--- src/rtl/id_stage.sv ---
// -----------------------------------------------------------------------------
// id_stage -- instruction decode stage of the 5-stage MIPS pipeline.
//
// Decodes the IF/ID instruction into control bits, reads the 32x32 register
// file (with write-through from write-back), detects load-use hazards and
// registers everything into the ID/EX pipeline register.
//
// Ports:
//   CLK, RST_N                 clock, asynchronous active-low reset
//   IF_ID_NEXT_ADR/IF_ID_INST  PC+4 and instruction from IF/ID
//   WB_REG_WRITE/WB_WRITE_REG/WB_WRITE_DATA  register-file write port
//   FLUSH                      squash the instruction currently in ID
//   STALL                      combinational; hold PC and IF/ID
//   ID_EX_*                    registered decode results
// -----------------------------------------------------------------------------
module id_stage #(
    parameter int XLEN    = 32,
    parameter int REG_CNT = 32
) (
    input  logic            CLK,
    input  logic            RST_N,
    input  logic [XLEN-1:0] IF_ID_NEXT_ADR,
    input  logic [XLEN-1:0] IF_ID_INST,
    input  logic            WB_REG_WRITE,
    input  logic [4:0]      WB_WRITE_REG,
    input  logic [XLEN-1:0] WB_WRITE_DATA,
    input  logic            FLUSH,
    output logic            STALL,
    output logic [XLEN-1:0] ID_EX_NEXT_ADR,
    output logic [XLEN-1:0] ID_EX_READ_DATA_1,
    output logic [XLEN-1:0] ID_EX_READ_DATA_2,
    output logic [XLEN-1:0] ID_EX_SIGN_EXT,
    output logic [4:0]      ID_EX_RS,
    output logic [4:0]      ID_EX_RT,
    output logic [4:0]      ID_EX_RD,
    output logic            ID_EX_REG_DST,
    output logic            ID_EX_ALU_SRC,
    output logic            ID_EX_MEM_TO_REG,
    output logic            ID_EX_REG_WRITE,
    output logic            ID_EX_MEM_READ,
    output logic            ID_EX_MEM_WRITE,
    output logic            ID_EX_BRANCH,
    output logic [1:0]      ID_EX_ALU_OP
);

    typedef struct packed {
        logic       reg_dst;
        logic       alu_src;
        logic       mem_to_reg;
        logic       reg_write;
        logic       mem_read;
        logic       mem_write;
        logic       branch;
        logic [1:0] alu_op;
    } ctrl_t;

    localparam logic [5:0] OP_RTYPE = 6'b000000;
    localparam logic [5:0] OP_LW    = 6'b100011;
    localparam logic [5:0] OP_SW    = 6'b101011;
    localparam logic [5:0] OP_BEQ   = 6'b000100;
    localparam logic [5:0] OP_ADDI  = 6'b001000;

    // Instruction fields
    logic [5:0] opcode;
    logic [4:0] rs, rt, rd;
    assign opcode = IF_ID_INST[31:26];
    assign rs     = IF_ID_INST[25:21];
    assign rt     = IF_ID_INST[20:16];
    assign rd     = IF_ID_INST[15:11];

    // Register file
    logic [XLEN-1:0] regs_q [REG_CNT];
    logic [XLEN-1:0] regs_d [REG_CNT];
    logic            wb_en;

    assign wb_en = WB_REG_WRITE && (WB_WRITE_REG != 5'd0);

    always_comb begin
        regs_d = regs_q;
        if (wb_en) regs_d[WB_WRITE_REG] = WB_WRITE_DATA;
    end

    // Reads see a same-cycle write-back so ID never captures stale data.
    logic [XLEN-1:0] rd_data_1, rd_data_2;
    always_comb begin
        rd_data_1 = '0;
        rd_data_2 = '0;
        if (rs != 5'd0) rd_data_1 = (wb_en && WB_WRITE_REG == rs) ? WB_WRITE_DATA : regs_q[rs];
        if (rt != 5'd0) rd_data_2 = (wb_en && WB_WRITE_REG == rt) ? WB_WRITE_DATA : regs_q[rt];
    end

    // Control decode
    ctrl_t ctrl_dec;
    always_comb begin
        ctrl_dec = '0;
        unique case (opcode)
            OP_RTYPE: begin
                ctrl_dec.reg_dst   = 1'b1;
                ctrl_dec.reg_write = 1'b1;
                ctrl_dec.alu_op    = 2'b10;
            end
            OP_LW: begin
                ctrl_dec.alu_src    = 1'b1;
                ctrl_dec.mem_to_reg = 1'b1;
                ctrl_dec.reg_write  = 1'b1;
                ctrl_dec.mem_read   = 1'b1;
            end
            OP_SW: begin
                ctrl_dec.alu_src   = 1'b1;
                ctrl_dec.mem_write = 1'b1;
            end
            OP_BEQ: begin
                ctrl_dec.branch = 1'b1;
                ctrl_dec.alu_op = 2'b01;
            end
            OP_ADDI: begin
                ctrl_dec.alu_src   = 1'b1;
                ctrl_dec.reg_write = 1'b1;
            end
            default: ctrl_dec = '0;
        endcase
    end

    // ID/EX register
    ctrl_t           ctrl_q, ctrl_d;
    logic [XLEN-1:0] next_adr_q, next_adr_d;
    logic [XLEN-1:0] read_data_1_q, read_data_1_d;
    logic [XLEN-1:0] read_data_2_q, read_data_2_d;
    logic [XLEN-1:0] sign_ext_q, sign_ext_d;
    logic [4:0]      rs_q, rs_d, rt_q, rt_d, rd_q, rd_d;

    // Load in EX whose destination feeds this instruction: one bubble.
    // A flush squashes the consumer anyway, so it never needs to wait.
    logic stall;
    assign stall = ctrl_q.mem_read && (rt_q != 5'd0) &&
                   ((rt_q == rs) || (rt_q == rt)) && !FLUSH;
    assign STALL = stall;

    always_comb begin
        ctrl_d        = (FLUSH || stall) ? ctrl_t'('0) : ctrl_dec;
        next_adr_d    = IF_ID_NEXT_ADR;
        read_data_1_d = rd_data_1;
        read_data_2_d = rd_data_2;
        sign_ext_d    = {{(XLEN-16){IF_ID_INST[15]}}, IF_ID_INST[15:0]};
        rs_d          = rs;
        rt_d          = rt;
        rd_d          = rd;
    end

    always_ff @(posedge CLK or negedge RST_N) begin
        if (!RST_N) begin
            for (int i = 0; i < REG_CNT; i++) regs_q[i] <= '0;
            ctrl_q        <= '0;
            next_adr_q    <= '0;
            read_data_1_q <= '0;
            read_data_2_q <= '0;
            sign_ext_q    <= '0;
            rs_q          <= '0;
            rt_q          <= '0;
            rd_q          <= '0;
        end else begin
            regs_q        <= regs_d;
            ctrl_q        <= ctrl_d;
            next_adr_q    <= next_adr_d;
            read_data_1_q <= read_data_1_d;
            read_data_2_q <= read_data_2_d;
            sign_ext_q    <= sign_ext_d;
            rs_q          <= rs_d;
            rt_q          <= rt_d;
            rd_q          <= rd_d;
        end
    end

    assign ID_EX_NEXT_ADR    = next_adr_q;
    assign ID_EX_READ_DATA_1 = read_data_1_q;
    assign ID_EX_READ_DATA_2 = read_data_2_q;
    assign ID_EX_SIGN_EXT    = sign_ext_q;
    assign ID_EX_RS          = rs_q;
    assign ID_EX_RT          = rt_q;
    assign ID_EX_RD          = rd_q;
    assign ID_EX_REG_DST     = ctrl_q.reg_dst;
    assign ID_EX_ALU_SRC     = ctrl_q.alu_src;
    assign ID_EX_MEM_TO_REG  = ctrl_q.mem_to_reg;
    assign ID_EX_REG_WRITE   = ctrl_q.reg_write;
    assign ID_EX_MEM_READ    = ctrl_q.mem_read;
    assign ID_EX_MEM_WRITE   = ctrl_q.mem_write;
    assign ID_EX_BRANCH      = ctrl_q.branch;
    assign ID_EX_ALU_OP      = ctrl_q.alu_op;

endmodule
--- config.mk ---
export PLATFORM = sky130hd
export DESIGN_NAME = id_stage
export DESIGN_NICKNAME = d
export VERILOG_FILES = /design/src/rtl/id_stage.sv
export SDC_FILE = /design/constraint.sdc
export NUM_CORES = 2
export LEC_CHECK = 0
export ABC_CLOCK_PERIOD_IN_PS = 4800
export BUFFER_PORTS_ARGS = -buffer_cell sky130_fd_sc_hd__buf_2
export CORE_ASPECT_RATIO = 0.7
export CORE_UTILIZATION = 40
export CTS_CLUSTER_SIZE = 25
export DETAILED_ROUTE_END_ITERATION = 7
export GPL_TIMING_DRIVEN = 0
export HOLD_SLACK_MARGIN = 0.12
export PLACE_DENSITY_LB_ADDON = 0.15
export SLEW_MARGIN = 20
export SYNTH_ARGS = -nofsm -noshare
export SYNTH_HDL_FRONTEND = slang
export SYNTH_SLANG_ARGS = --single-unit
--- constraint.sdc ---
create_clock -name CLK -period 4.8 [get_ports CLK]
set_clock_uncertainty 0.2 [all_clocks]
set_input_delay 1.44 -clock CLK [delete_from_list [all_inputs] [get_ports CLK]]
set_output_delay 1.44 -clock CLK [all_outputs]
set_load 0.005 [all_outputs]
==> impl_metrics.py <==
metrics = {
    "power_and_ir_drop": {
        "clkPwrFrac": 0.353,
        "power_frac_comb": 0.217,
        "p_switching_uw": 9384,
        "total_power_uw": 29890,
        "peakVddDrop_uv": 444.6,
        "pwr-share-seq": 0.430,
        "power.density_mw_per_mm2": 438.9,
        "internal_power_uw": 20500,
        "switching_share": 0.3140,
        "p_leak_uw": 0.03033,
    },
    "clocking": {
        "ctsRootBufferMaster": "clkbuf_16",
        "cts_setup_buffers": 0,
        "clk_pin_slew_ns": 0.06,
        "clkLatencyLatePin_ns": 0.83,
        "cts_buffers": 131,
        "cts_tree": "yes",
        "htree_levels": 4,
        "cts.sink_count": 1153,
        "cts_hold_buf": 0,
        "clock_path_buffers": 3,
    },
    "place": {
        "dp_hpwl_um": 213100,
        "place_area_mm2": 0.06358,
        "port_buffers": 254,
        "gp_congestion": 1.081,
        "dp_cells": 6423,
    },
    "timing": {
        "final_max_slew_viol_count": 0,
        "max_freq_mhz": 189.7,
        "hold_slack_ns": 0.2800,
        "worst_slack_ns": -0.4716,
        "layout_min_cycle_time_ns": 5.272,
        "rsz0062_at_grt": "false",
        "relSlewSlack": 0.07507,
        "post-route-period-util": 1.098,
        "hold_violations": 0,
        "worst_pin_slew_ns": 1.387,
        "finalSetupViolCount": 22,
        "fin_setup_tns_ns": -3.579,
    },
    "yosys": {
        "synth_largest_area_cell": "dfrtp_1",
        "ys_warn_count": 0,
        "ys_async_sr_fraction": 1.000,
        "postSynthAreaPerCell_um2": 14.13,
        "synthCells": 4176,
        "synth_area_leaders": "dfrtp_1 49%, mux2_2 19%, mux4_2 13%, mux2i_1 6.1%, clkbuf_1 1.3%",
        "synth_fp_nets": 4281,
        "synth_edf_count": 0,
        "synth_seq_area_share": 0.4889,
        "synth_cell_types": 60,
        "synthFlopType": "dfrtp_1",
        "syn_area_mm2": 0.05902,
        "yosys.area.top_type_share": 0.4889,
        "synth-seq-cells": 1153,
    },
    "setup_path": {
        "rrSetupSlack_ns": 1.58,
        "path_class": "in2reg",
        "slowest_delay_ns": 0.96,
        "cp-end-kind": "flip-flop",
        "r2r-end": "ID_EX_READ_DATA_1[24]",
        "crit_chain": "buf_2, buf_6, buf_8, buf_4, nand2b_1, o22ai_1, o21ai_0, nand4_1, and4_1, nor3_1",
        "rr_worst_depth": 6,
        "cp_slowest_cell": "nand2b_1",
        "worstPathMaxFanout": 10,
        "required_ns": 5.20,
        "crit_arrival_ns": 5.67,
        "cp-endpoint": "ID_EX_READ_DATA_1[24]",
        "start_kind": "input port",
        "cp-startpoint": "IF_ID_INST[21]",
        "regToRegStartpoint": "regs_q[408]",
    },
    "worst_hold_path": {
        "hold_depth": 1,
        "hold_path_class": "reg2reg",
    },
    "outcome": {
        "outcome": "finished, violations left",
        "violations": "negative setup slack",
    },
    "finish": {
        "layout.nets": 4700,
        "area_growth_syn_to_layout_pct": 15.39,
        "fill_cells": 13230,
        "ff_latch_area_mm2": 0.02885,
        "layout-drive-gt1-share": 0.4601,
        "final_cell_mix": "1153 x dfrtp_1, 1009 x mux2_2, 399 x buf_2",
        "final_area_mm2": 0.06810,
        "multi_input_comb_area_mm2": 0.02796,
        "mostFrequentLayoutCell": "dfrtp_1",
        "stdcell_count": 6680,
    },
    "global_routing": {
        "grt_max_degree": 127,
        "gr-usage-all-layers": 0.4141,
        "grt_pass1_wl_um": 403700,
        "grt_pass1_vias": 42400,
        "antenna_found_initial": 33,
        "grt.overflow.total": 0,
    },
    "route": {
        "drt-total-wl_um": 310500,
        "ant_nets": 0,
        "post_drt_wl_per_cell_um": 46.47,
        "route.vias.total": 46180,
        "drc": 0,
        "drtIter0Drc": 7753,
        "via_per_inst": 6.913,
        "dr.pass1.iters": 7,
    },
    "floorplanning": {
        "core-area_mm2": 0.1460,
        "die_h_um": 323.4,
        "start_util": 0.4043,
        "chipWidth_um": 461.1,
        "die_area_mm2": 0.1491,
        "num_rows": 117,
        "io_pins": 258,
    },
    "run": {
        "drv_cap": 0,
    },
}
[registers in the layout, summed over array words and instances, names as in the netlist, 2 cells and up]
name / count
regs_q: 1024
ID_EX_READ_DATA_1: 32
ID_EX_SIGN_EXT: 11
ID_EX_NEXT_ADR: 32
ID_EX_RT: 5
ID_EX_READ_DATA_2: 32
ID_EX_RS: 5
ID_EX_ALU_OP: 2
ID_EX_RD: 5
[stage by stage]
step / utilization / setup WS, ns
after floorplan: - / 0.8693
after global placement: 0.4299 / -24.66
after detailed placement: 0.4356 / -1.416
after CTS: 0.4658 / 0.03518
after global routing: 0.4663 / 0.001402
final: 0.4666 / -0.4716
[logic make-up (layout without fill, tap and decap cells)]
group,after synthesis,after routing,synth area share
mux,1708,1708,0.3825
simple gates,359,359,0.02928
xor+xnor,20,20,0.002968
other cells,0,20,0
compound gates,461,461,0.05608
flops,1153,1153,0.4889
buf+inv,475,996,0.04024
[per-layer routing]
layer / track usage / up-vias / wire (µm)
met5: 0.1000 / - / 2065
met4: 0.2200 / 35 / 19150
met1: 0.5390 / 24480 / 121300
met2: 0.5008 / 4067 / 112600
met3: 0.2670 / 862 / 55360
li1: - / 16740 / -
[cell usage after synthesis, drive strengths merged (4+ instances only)]
master and count:
a211oi 34, a21oi 53, nand2b 6, inv 5, o221ai 23, nand3b 14
nor2 77, o21ai 93, nor3 36, nand2 135, a22oi 64, o211ai 13
a221o 29, o22ai 41, xnor2 7, nand3 20, mux2i 362, nor2b 17
a31oi 5, xor2 13, mux4 337, nand4 12, dfrtp 1153, and2 4
a221oi 55, buf 262, clkbuf 207, mux2 1009, a32o 32, nor3b 15
a22o 9, nor4 9
[power groups by stage]
stage	combinational [µW]	sequential (µW)	clock, µW
final	6490	12900	10500
after global routing	6600	13000	10900
after detailed placement	6140	12900	0
after CTS	6160	12800	10600
after floorplan	3820	12400	0
after global placement	5980	12900	0
[area by class of cell]
class | instances | share of cell area
clock inverters | 39 | 0.006449
clock buffers | 196 | 0.05771
repair buffers | 286 | 0.02830
inverters | 6 | 0.0003307
plain buffers | 469 | 0.03605
well taps | 1963 | 0.03607
multi-input cells | 2548 | 0.4106
diodes | 20 | 0.0007350
flip-flops and latches | 1153 | 0.4237
[worst min-delay path by stage]
stage	slack (ns)	from	endpoint
2_1_floorplan	0.24	regs_q[1001]	regs_q[1001]
3_3_place_gp	0.25	regs_q[999]	regs_q[999]
3_5_place_dp	0.27	regs_q[999]	regs_q[999]
4_1_cts	0.28	regs_q[999]	regs_q[999]
5_1_grt	0.29	regs_q[993]	regs_q[993]
6_report	0.28	regs_q[1007]	regs_q[1007]
[critical path, delay by kind of cell]
kind            cells  cell delay, ns
compound gates      2            0.85
buf+inv             4            0.84
simple gates        4            2.47
[what timing repair did]
action,4_1_cts,5_1_grt
gates resized for setup,5,5
endpoints found under the setup margin,2,6
pin swaps,0,0
Note: power is estimated with default switching activity, not from simulation.
